File: src/rtl/mem_xfer_status_tracker.sv
// rtl/mem_xfer_status_tracker.sv - transfer completion counter with WIP status polling and timeout
// Counts SPI data transfers against a latched total, then optionally polls flash status until WIP clears.
module mem_xfer_status_tracker #(
  parameter int CNT_W          = 8,
  parameter int WIP_BIT        = 0,
  parameter int POLL_GAP       = 16,
  parameter int TIMEOUT_CYCLES = 65535
) (
  input  logic             clk,
  input  logic             rst_n,
  input  logic             in_start,
  input  logic [CNT_W-1:0] in_total_transfers,
  input  logic             in_wip_poll,
  input  logic             in_abort,
  input  logic             in_xfer_done,
  output logic             out_status_req,
  input  logic             in_status_ack,
  input  logic             in_status_valid,
  input  logic [7:0]       in_status_data,
  output logic             out_ready,
  output logic             out_done,
  output logic             out_timeout,
  output logic [CNT_W-1:0] out_completed
);

  localparam int TO_W  = $clog2(TIMEOUT_CYCLES + 1);
  localparam int GAP_W = (POLL_GAP > 1) ? $clog2(POLL_GAP) : 1;
  localparam logic [TO_W-1:0]  TO_LIMIT = TO_W'(TIMEOUT_CYCLES);
  localparam logic [GAP_W-1:0] GAP_LOAD = GAP_W'(POLL_GAP - 1);

  typedef enum logic [2:0] {
    S_IDLE, S_COUNT, S_POLL_REQ, S_POLL_WAIT, S_POLL_GAP, S_DONE, S_ERROR
  } state_t;

  state_t             r_state;
  logic [CNT_W-1:0]   r_total;
  logic [CNT_W-1:0]   r_completed;
  logic               r_wip_mode;
  logic [GAP_W-1:0]   r_gap;
  logic [TO_W-1:0]    r_to_cnt;
  logic               r_status_req;
  logic               r_ready;
  logic               r_done;
  logic               r_timeout;

  logic [CNT_W-1:0]   w_completed_inc;
  logic [TO_W-1:0]    w_to_inc;
  logic               w_in_poll;
  logic               w_to_hit;
  logic               w_wip_clear;

  assign w_completed_inc = r_completed + CNT_W'(1);
  assign w_in_poll       = (r_state == S_POLL_REQ) || (r_state == S_POLL_WAIT) ||
                           (r_state == S_POLL_GAP);
  assign w_to_inc        = (r_to_cnt == {TO_W{1'b1}}) ? r_to_cnt : r_to_cnt + TO_W'(1);
  assign w_to_hit        = w_in_poll && (w_to_inc >= TO_LIMIT);
  assign w_wip_clear     = in_status_valid && !in_status_data[WIP_BIT];

  assign out_status_req = r_status_req;
  assign out_ready      = r_ready;
  assign out_done       = r_done;
  assign out_timeout    = r_timeout;
  assign out_completed  = r_completed;

  // Outputs are registered alongside the state so they change on the same edge as the transition.
  always_ff @(posedge clk or negedge rst_n) begin
    if (!rst_n) begin
      r_state      <= S_IDLE;
      r_total      <= '0;
      r_completed  <= '0;
      r_wip_mode   <= 1'b0;
      r_gap        <= '0;
      r_to_cnt     <= '0;
      r_status_req <= 1'b0;
      r_ready      <= 1'b1;
      r_done       <= 1'b0;
      r_timeout    <= 1'b0;
    end else begin
      r_done <= 1'b0;
      if (in_abort) begin
        r_state      <= S_IDLE;
        r_status_req <= 1'b0;
        r_ready      <= 1'b1;
      end else begin
        if (w_in_poll) r_to_cnt <= w_to_inc;
        case (r_state)
          S_IDLE: begin
            if (in_start) begin
              r_total     <= in_total_transfers;
              r_wip_mode  <= in_wip_poll;
              r_completed <= '0;
              r_to_cnt    <= '0;
              r_timeout   <= 1'b0;
              r_ready     <= 1'b0;
              if (in_total_transfers != '0) begin
                r_state <= S_COUNT;
              end else if (in_wip_poll) begin
                r_state      <= S_POLL_REQ;
                r_status_req <= 1'b1;
              end else begin
                r_state <= S_DONE;
                r_done  <= 1'b1;
              end
            end
          end
          S_COUNT: begin
            if (in_xfer_done) begin
              r_completed <= w_completed_inc;
              if (w_completed_inc == r_total) begin
                if (r_wip_mode) begin
                  r_state      <= S_POLL_REQ;
                  r_status_req <= 1'b1;
                end else begin
                  r_state <= S_DONE;
                  r_done  <= 1'b1;
                end
              end
            end
          end
          S_POLL_REQ: begin
            if (w_to_hit) begin
              r_state      <= S_ERROR;
              r_status_req <= 1'b0;
              r_done       <= 1'b1;
              r_timeout    <= 1'b1;
            end else if (in_status_ack) begin
              r_state      <= S_POLL_WAIT;
              r_status_req <= 1'b0;
            end
          end
          S_POLL_WAIT: begin
            // A clean status reply in the timeout cycle still completes normally.
            if (w_wip_clear) begin
              r_state <= S_DONE;
              r_done  <= 1'b1;
            end else if (w_to_hit) begin
              r_state   <= S_ERROR;
              r_done    <= 1'b1;
              r_timeout <= 1'b1;
            end else if (in_status_valid) begin
              r_gap   <= GAP_LOAD;
              r_state <= S_POLL_GAP;
            end
          end
          S_POLL_GAP: begin
            if (w_to_hit) begin
              r_state   <= S_ERROR;
              r_done    <= 1'b1;
              r_timeout <= 1'b1;
            end else if (r_gap == '0) begin
              r_state      <= S_POLL_REQ;
              r_status_req <= 1'b1;
            end else begin
              r_gap <= r_gap - GAP_W'(1);
            end
          end
          S_DONE, S_ERROR: begin
            r_state <= S_IDLE;
            r_ready <= 1'b1;
          end
          default: begin
            r_state      <= S_IDLE;
            r_status_req <= 1'b0;
            r_ready      <= 1'b1;
          end
        endcase
      end
    end
  end

endmodule
File: config.mk
export PLATFORM = sky130hd
export DESIGN_NAME = mem_xfer_status_tracker
export DESIGN_NICKNAME = d
export VERILOG_FILES = /design/src/rtl/mem_xfer_status_tracker.sv
export SDC_FILE = /design/constraint.sdc
export NUM_CORES = 1
export LEC_CHECK = 0
export BUFFER_PORTS_ARGS = -buffer_cell sky130_fd_sc_hd__buf_2
export CORE_UTILIZATION = 40
export DETAILED_ROUTE_END_ITERATION = 10
export PLACE_DENSITY = 0.63
export SLEW_MARGIN = 15
export SYNTH_ARGS = -nofsm -noshare
export SYNTH_HDL_FRONTEND = slang
export SYNTH_SLANG_ARGS = --single-unit
export TNS_END_PERCENT = 30
File: constraint.sdc
create_clock -name clk -period 3.2 [get_ports clk]
set_input_delay 0 -clock clk [delete_from_list [all_inputs] [get_ports clk]]
set_output_delay 0 -clock clk [all_outputs]
set_load 0.05 [all_outputs]
==> metrics.cfg, run 1 <==
[status]
status=completed

[placed_design]
dp_cells=456
portBuffers=28
gp_congestion=0.905
place_area_um2=3160
hpwl_um=5180

[drt]
drtIter0Drc=163
remaining_drc_errors=0
wirelength_um=7170
viasPerCell=5.68
vias=2692
wl_per_cell_um=15.1
drt_first_pass_iters=4
ant_nets=0

[clock_tree]
cts_tree=yes
cts_buffers=5
path_clk_slew_ns=0.09
cts_max_level=2
cts.sinks=44
cts_root_buf=clkbuf_8
postCtsSetupBuffers=0
cts_resized=0
insertion_delay_ns=0.30
cts_buffer_depth=2

[timing]
fin_crit_sh_pct=88.0
rsz0062_at_grt=no
setup_tns_ns=0
relSlewSlack_pct=34.0
drv_slew=0
hold_violations=0
fin_crit_ns=2.82
fmax_mhz=355
skew_ns=0.00907
timing.final.setup_violations=0
tightest_slew_ns=0.991

[die]
fp.dieArea_um2=7630
coreArea_um2=6910
fp.dieH_um=87.3
rows=30
start_util_pct=42.2
die_width_um=87.3
ioPinCount=36

[worst_hold_path]
hold_path_class=in2reg
hold_start=in_status_ack

[power_and_ir_drop]
p_leak_nw=1.36
power_mw=1.98
intPower_mw=1.22
combPwrFrac_pct=36.5
clkPwrFrac_pct=22.3
switching_share_pct=38.3
peakVddDrop_mv=0.349
switching_power_mw=0.760
powerDensity_nw_per_um2=588
p_seq_share_pct=41.2

[cells_and_area]
diodes=0
fill_cells=684
layout_common_cells=43 x dfrtp_1, 38 x nand2_1, 34 x o21ai_0
area_delta_synth_final_pct=15.9
drive_gt1_share_pct=17.2
nets=404
fin_cells=474
register_area_um2=1100
multi_input_area_um2=1740
final_common_cell=dfrtp_1
stdcell_area_um2=3380

[global_route]
grt_max_degree=45
grt_pass1_vias=2639
grt_overflow=0
grt_usage_pct=20.5
antenna_found_initial=0
grt_pass1_wl_um=12300

[synthesis]
netlist_area_um2=2910
ys.flop_type=dfrtp_1
ys_warn_count=0
ys_ff_latch=44
syn_nets=367
avgSynthCellArea_um2=8.57
synth-edff-count=0
ys_seq_area_share_pct=37.8
synthArstFlopShare_pct=100
synth.distinct_cells=54
postSynthCellCount=340

[setup_path]
cp_num_buf_inv=0
path_cells=ha_1, nand4_1, nor4_1, mux2_2, and3_1, a31oi_1, a221o_1, mux2i_1
crit_type=reg2reg
crit_required_ns=3.42
cp_max_fo=8
slowest_delay_ns=0.46
cp-start-kind=flip-flop
r2r-start=r_to_cnt[0]$_DFFE_PN0N_
cp_top_family=simple AND/OR/NAND/NOR gates
worstSetupStartpoint=r_to_cnt[0]$_DFFE_PN0N_
crit_path_end_kind=flip-flop
slowest_stage=dfrtp_1
cp.arrival_ns=3.03

[flow_run]
drv_cap=0

-- power by group through the flow --
| stage | Sequential, mW | Combinational (mW) | Clock (mW) |
|---|---|---|---|
| floorplan | 0.832 | 0.525 | 0 |
| global placement | 0.823 | 0.705 | 0 |
| detailed placement | 0.828 | 0.717 | 0 |
| CTS | 0.817 | 0.727 | 0.460 |
| global route | 0.837 | 0.805 | 0.487 |
| finish | 0.819 | 0.724 | 0.442 |
-- cells in the mapped netlist, types with 4 or more instances --
master / instances / area, um^2
dfrtp_1: 43 / 1080
nand2_1: 38 / 143
o21ai_0: 34 / 170
nor2_1: 31 / 116
a21oi_1: 18 / 90.1
nand3_1: 15 / 75.1
mux2_2: 12 / 135
nor3_1: 11 / 55.1
xnor2_1: 10 / 87.6
clkbuf_1: 9 / 33.8
nand2b_1: 9 / 56.3
and3_1: 8 / 50.1
inv_1: 8 / 30.0
a31oi_1: 7 / 43.8
nor4_1: 7 / 43.8
nand4_1: 6 / 37.5
mux2i_1: 5 / 50.1
xor2_1: 5 / 43.8
o211ai_1: 4 / 30.0
o31ai_1: 4 / 30.0
or3_1: 4 / 25.0
-- repair_timing --
| action | CTS | global route |
|---|---|---|
| hold buffers | 10 | 0 |
| endpoints found under the hold margin | 52 | 0 |
| setup endpoints to repair | 0 | 0 |
-- registers in the layout (all words and copies together) (netlist names) --
name,cells
out_completed,8
out_done,1
out_ready,1
out_status_req,1
out_timeout,1
r_gap,4
r_state,3
r_to_cnt,16
r_total,8
r_wip_mode,1
-- kinds of logic after synthesis --
group / after synthesis / share of synthesized area (%)
flops: 44 / 37.8
mux: 17 / 6.36
fa+ha+maj: 3 / 1.29
simple gates: 148 / 26.6
compound gates: 93 / 20.7
buf+inv: 20 / 2.71
xor+xnor: 15 / 4.51
-- final timing paths --
check                                                to  slack, ns  cells after the start
max                              r_state[0]$_DFFE_PN0P_       0.38                      8
min                          out_status_req$_DFFE_PN0P_       0.11                      4
max reg2reg                      r_state[0]$_DFFE_PN0P_       0.38                      8
min reg2reg                       out_ready$_DFFE_PN1P_       0.51                      2
max in group asynchronous          r_gap[3]$_DFFE_PN0P_       2.19                      2
min in group asynchronous  out_completed[6]$_DFFE_PN0P_       0.41                      2
-- routing by layer --
metal  track usage (%)  vias up  wire length (um)
met5                 0        -                 0
met4              7.60        0               108
met3              3.79       11               353
met2              33.0       78              3310
met1              27.3     1269              3400
li1                  -     1334                 -
-- through the flow --
step | utilization (%) | setup slack [ns] | hold slack (ns)
CTS | 48.9 | 0.376 | 0.104
detailed placement | 45.8 | 0.406 | 0.247
global route | 48.9 | 0.194 | 0.132
global placement | 45.8 | 0.429 | 0.241
finish | 48.9 | 0.385 | 0.112
floorplan | - | 0.542 | -0.296
-- cell type report --
type                    count  share of cell area (%)
repair buffers             42                    8.01
multi-input cells         276                    51.5
inverters                   8                   0.890
flip-flops and latches     44                    32.7
clock inverters             3                    1.37
well taps                  96                    3.56
clock buffers               5                    2.04
-- worst min-delay path, stage by stage --
cell	delay (ns)
buf_2	0.09
inv_1	0.09
a2111oi_2	0.08
mux2i_1	0.12
Note: power is estimated with default switching activity, not from simulation.
==> run 2, diff against run 1 <==
--- a/config.mk
+++ b/config.mk
@@ -5,10 +5,11 @@
 export SDC_FILE = /design/constraint.sdc
 export NUM_CORES = 1
 export LEC_CHECK = 0
+export ABC_AREA = 1
 export BUFFER_PORTS_ARGS = -buffer_cell sky130_fd_sc_hd__buf_2
-export CORE_UTILIZATION = 40
+export CORE_UTILIZATION = 25
 export DETAILED_ROUTE_END_ITERATION = 10
-export PLACE_DENSITY = 0.63
+export PLACE_DENSITY = 0.45
 export SLEW_MARGIN = 15
 export SYNTH_ARGS = -nofsm -noshare
 export SYNTH_HDL_FRONTEND = slang
==> run 2 against run 1 <==
Against the previous run:
- critical path type unchanged
- synthesized cell count grew 44%
- register-to-register slack better by 0.22 ns
- worst hold slack lost 0.10 ns
==> metrics.cfg, run 2 <==
[global_route]
grt_pass1_wl_um=14400
grt_usage_pct=13.7
grt_max_degree=45
antenna_found_initial=0
grt_pass1_vias=2992
grt_overflow=0

[timing]
tightest_slew_ns=0.699
drv_slew=0
fin_crit_sh_pct=81.0
skew_ns=0.0105
setup_tns_ns=0
hold_violations=0
setup_ws_ns=0.608
relSlewSlack_pct=53.2
fin_crit_ns=2.59
rsz0062_at_grt=no
fmax_mhz=386
timing.final.setup_violations=0

[drt]
drtIter0Drc=190
drt_first_pass_iters=4
vias=3163
ant_nets=0
wl_per_cell_um=12.1
remaining_drc_errors=0
viasPerCell=4.51
wirelength_um=8500

[cells_and_area]
layout_common_cells=146 x nand2_1, 63 x inv_1, 59 x nor2_1
drive_gt1_share_pct=12.5
final_common_cell=nand2_1
nets=556
fill_cells=1408
fin_cells=702
area_delta_synth_final_pct=18.4
diodes=0
top_register=r_to_cnt
largest_reg_flops=16
final_util_pct=30.4

[die]
fp.dieArea_um2=13400
die_width_um=116
fp.dieH_um=116
rows=41
start_util_pct=25.6
ioPinCount=36
coreArea_um2=12600

[setup_path]
cp.arrival_ns=2.82
crit_required_ns=3.43
crit_type=reg2reg
cp_max_fo=14
cp-start-kind=flip-flop
crit_path_end_kind=flip-flop

[synthesis]
synth-edff-count=0
synth.distinct_cells=39
ys.flop_type=dfrtp_1
synth.most_common_cell=nand2_1
avgSynthCellArea_um2=6.59
synth_top_area_share_pct=33.2
synth_top_cell_by_area=dfrtp_1
ys_ff_latch=44
ys_warn_count=0
netlist_area_um2=3240
syn_nets=518
synthArstFlopShare_pct=100
postSynthCellCount=491
synthTopCellsByCount=146 x nand2_1, 63 x inv_1, 59 x nor2_1, 43 x dfrtp_1, 40 x nand3_1
yosys-top-cells-area=dfrtp_1 33%, nand2_1 17%, inv_1 7.3%
ys_seq_area_share_pct=34.1

[power_and_ir_drop]
p_leak_nw=1.76
powerDensity_nw_per_um2=698
peakVddDrop_mv=0.232

[worst_hold_path]
hold_path_class=in2reg

[clock_tree]
cts_resized=0
cts_tree=yes
cts_root_buf=clkbuf_16
cts_buffers=5
insertion_delay_ns=0.30
cts_max_level=2
path_clk_slew_ns=0.06
cts.sinks=44
cts_buffer_depth=2

[placed_design]
hpwl_um=6340
dp_cells=686
pre_cts_ws_ns=0.589
portBuffers=28
gp_congestion=0.829

[flow_run]
drv_cap=0

[status]
status=completed

==> run 2: cell count changes after synthesis, sizes merged, moves of 8 or more <==
cell    delta
nand2b     -9
nand2    +113
inv       +56
o21ai     -10
nand3     +27
nor2      +37
mux2      -12
and3       -8
==> run 2: power breakdown <==
part	total [mW]	internal [mW]	leakage [nW]	switching (mW)
Combinational	1.18	0.416	1.09	0.760
Clock	0.610	0.371	0.0840	0.238
Sequential	0.892	0.721	0.577	0.171
Total	2.68	1.51	1.76	1.17
==> run 2: timing repair <==
action | in CTS | in global routing
hold endpoints to repair | 50 | 0
hold buffers | 8 | 0
buffers inserted | 0 | 0
==> run 2: final cells by class <==
type | instances | area (um^2) | area share, %
timing repair buffer | 40 | 250 | 6.53
clock buffer | 5 | 125 | 3.26
multi-input combinational | 373 | 1850 | 48.2
inverter | 65 | 244 | 6.36
tap | 172 | 215 | 5.61
sequential | 44 | 1100 | 28.8
clock inverter | 3 | 47.5 | 1.24
==> run 2: logic make-up after synthesis <==
group           Yosys count  synth area share, %
fa+ha+maj                 3                 1.16
buf+inv                  74                 8.81
compound gates           71                 13.2
xor+xnor                 10                 3.13
flops                    44                 34.1
simple gates            289                 39.7
==> run 2: worst paths after layout <==
path                       depth (start not counted)                    endpoint  slack [ns]                       start
hold / removal                                     3      r_total[6]$_DFFE_PN0P_        0.01       in_total_transfers[6]
max in group asynchronous                          3        r_gap[1]$_DFFE_PN0P_        2.44                       rst_n
setup / recovery                                  15      r_state[0]$_DFFE_PN0P_        0.61     r_to_cnt[1]$_DFFE_PN0N_
hold reg to reg                                    2  out_status_req$_DFFE_PN0P_        0.48  out_status_req$_DFFE_PN0P_
setup reg to reg                                  15      r_state[0]$_DFFE_PN0P_        0.61     r_to_cnt[1]$_DFFE_PN0N_
min in group asynchronous                          3     r_to_cnt[1]$_DFFE_PN0N_        0.34                       rst_n
==> run 2: layer usage <==
layer	vias up	track usage [%]	wire, um
met3	6	2.04	193
li1	1666	-	-
met2	38	22.0	3830
met4	0	4.02	97
met5	-	0	0
met1	1453	19.0	4380
==> run 2: critical path: stages (launching register included) <==
cell     delay [ns]
dfrtp_1        0.46
ha_1           0.29
inv_1          0.07
nor2_2         0.14
nand2_2        0.12
nor2_4         0.15
inv_2          0.13
o21ai_0        0.21
nand3_1        0.16
nor2_1         0.17
nand4_1        0.15
nand3_1        0.15
inv_1          0.06
nor2_2         0.13
nand2_1        0.06
nand2_1        0.07
==> run 2: metrics by stage <==
stage	area, um^2	power, mW	hold slack (ns)
floorplan	3240	1.78	-0.296
global placement	3580	2.06	0.149
detailed placement	3580	2.07	0.152
CTS	3830	2.71	0.00778
global route	3830	2.93	0.00303
finish	3830	2.68	0.0109
==> run 3, diff against run 2 <==
--- a/config.mk
+++ b/config.mk
@@ -9,7 +9,7 @@
 export BUFFER_PORTS_ARGS = -buffer_cell sky130_fd_sc_hd__buf_2
 export CORE_UTILIZATION = 25
 export DETAILED_ROUTE_END_ITERATION = 10
-export PLACE_DENSITY = 0.45
+export PLACE_DENSITY = 0.46
 export SLEW_MARGIN = 15
 export SYNTH_ARGS = -nofsm -noshare
 export SYNTH_HDL_FRONTEND = slang
==> constraint.sdc (replaced) <==
create_clock -name clk -period 2.1 [get_ports clk]
set_input_delay 0 -clock clk [delete_from_list [all_inputs] [get_ports clk]]
set_output_delay 0 -clock clk [all_outputs]
set_load 0.05 [all_outputs]
==> run 3 against run 2 <==
Against the previous run:
- the run now ends with setup timing left
- sequential share of layout area down 3.2 points
- setup slack worse by 0.67 ns
- worst hold slack lost 0.010 ns
- count of clock-buffer cells in the layout stayed put
- sequential power increased by 47%
- final area increased by 13%
- fmax is 20% higher
- non-clock buffer count rose by 52
- cell count rose by 7.4%
- via count up 8.5%
- largest power group unchanged
- highest routed layer unchanged
==> metrics.cfg, run 3 (synthesis results as in run 2) <==
[worst_hold_path]
hold_path_class=in2reg

[setup_path]
cp_max_fo=10
crit_top_cell=nor2_4
cp.arrival_ns=2.39
rrSetupSlack_ns=-0.06
crit_type=reg2reg
crit_required_ns=2.33
path_cells=ha_2, inv_2, nor2_4, nand2_4, nor2_4, inv_4, buf_4, nand2_4, nand3_2, nor2_4, nand2_4, nand3_2, nand3_1, nor2_4, nand2_1, nand2_1
slowest_delay_ns=0.35
cp_top_family=simple AND/OR/NAND/NOR gates
slowest_stage=dfrtp_1
cp-start-kind=flip-flop
cp_num_buf_inv=3
crit_path_end_kind=flip-flop

[global_route]
grt_pass1_vias=3294
grt_usage_pct=15.3
antenna_found_initial=0
grt_pass1_wl_um=15900
grt_max_degree=23
grt_overflow=0

[die]
coreArea_um2=12600
fp.dieH_um=116
die_width_um=116
ioPinCount=36
fp.dieArea_um2=13400
start_util_pct=25.6
rows=41

[timing]
setup_ws_ns=-0.0595
timing.final.setup_violations=8
setup_tns_ns=-0.260
drv_slew=0
skew_ns=0.00715
rsz0062_at_grt=yes
fin_crit_ns=2.16
fmax_mhz=463
tightest_slew_ns=0.613
relSlewSlack_pct=58.7
fin_crit_sh_pct=103
hold_violations=0

[flow_run]
drv_cap=0

[drt]
drt_first_pass_iters=4
wl_per_cell_um=12.8
remaining_drc_errors=0
drtIter0Drc=126
ant_nets=0
viasPerCell=4.55
wirelength_um=9640
vias=3432

[clock_tree]
cts_buffer_depth=2
path_clk_slew_ns=0.07
cts_tree=yes
cts_root_buf=clkbuf_16
cts.sinks=44
cts_max_level=2
insertion_delay_ns=0.29
cts_buffers=5

[cells_and_area]
drive_gt1_share_pct=25.4
largest_reg_flops=16
area_delta_synth_final_pct=33.6
nets=608
diodes=0
fin_cells=754
layout_common_cells=142 x nand2_1, 59 x inv_1, 56 x buf_4
top_register=r_to_cnt
final_common_cell=nand2_1
fill_cells=1400
final_util_pct=34.3

[power_and_ir_drop]
clkPwrFrac_pct=18.8
combPwrFrac_pct=51.1
intPower_mw=2.41
p_seq_share_pct=30.0
powerDensity_nw_per_um2=1010
switching_power_mw=1.95
p_leak_nw=2.06
power_mw=4.37
switching_share_pct=44.7
peakVddDrop_mv=0.384

[status]
violations=setup timing
status=finished, violations left

[placed_design]
gp_congestion=0.870
hpwl_um=7430
portBuffers=28
dp_cells=737

-- run 3: path summary, 6_finish.rpt --
path                                                 start                      endpoint  cells after the start
worst max-delay path               r_to_cnt[1]$_DFFE_PN0N_        r_state[2]$_DFFE_PN0P_                     16
max in group asynchronous                            rst_n         out_ready$_DFFE_PN1P_                      3
min in group asynchronous                            rst_n  out_completed[6]$_DFFE_PN0P_                      2
worst min-delay path                 in_total_transfers[2]        r_total[2]$_DFFE_PN0P_                      3
worst min register to register  out_status_req$_DFFE_PN0P_    out_status_req$_DFFE_PN0P_                      2
worst max register to register     r_to_cnt[1]$_DFFE_PN0N_        r_state[2]$_DFFE_PN0P_                     16
-- run 3: final cells by class --
class                      instances  area, um^2  share of cell area [%]
sequential                        44        1110                    25.6
multi-input combinational        373        1970                    45.5
clock buffer                       5         125                    2.89
inverter                          65         246                    5.70
clock inverter                     3        23.8                   0.550
timing repair buffer              92         641                    14.8
tap                              172         215                    4.98
-- run 3: metrics by stage --
stage          hold slack (ns)  worst slack, ns  area [um^2]
6_report              0.000430          -0.0595         4330
5_1_grt                 0.0113           -0.220         4330
4_1_cts                0.00530          -0.0415         4240
3_5_place_dp            0.0116           -0.129         3970
3_3_place_gp           0.00615          -0.0928         3970
2_1_floorplan           -0.296          0.00109         3240
-- run 3: routing by layer --
layer  up-vias  track usage (%)  part of all wire, %
met5         -                0                    0
met4         0             5.90                  1.2
met3         6             2.20                  2.4
met2        53             24.2                   46
met1      1597             21.0                   51
li1       1776                -                    -
-- run 3: power by group through the flow --
stage,Combinational (mW),Clock [mW],Sequential [mW]
global placement,2.14,0,1.31
global route,2.53,0.875,1.34
floorplan,1.26,0,1.45
detailed placement,2.15,0,1.32
CTS,2.19,0.836,1.31
finish,2.23,0.822,1.31
-- run 3: worst reg2reg max path, delay by kind of cell, from the launching register on --
kind | cells | cell delay, ns
fa+ha+maj | 1 | 0.20
buf+inv | 3 | 0.29
flops | 1 | 0.35
simple gates | 12 | 1.26
-- run 3: what timing repair did --
action                     in CTS  in global routing
pin swaps                       8                 14
hold buffers                    8                  0
hold endpoints to repair       24                  0
buffers inserted                0                  1
cloned                          0                  0
setup endpoints to repair       9                 10
gates resized for setup        14                 23
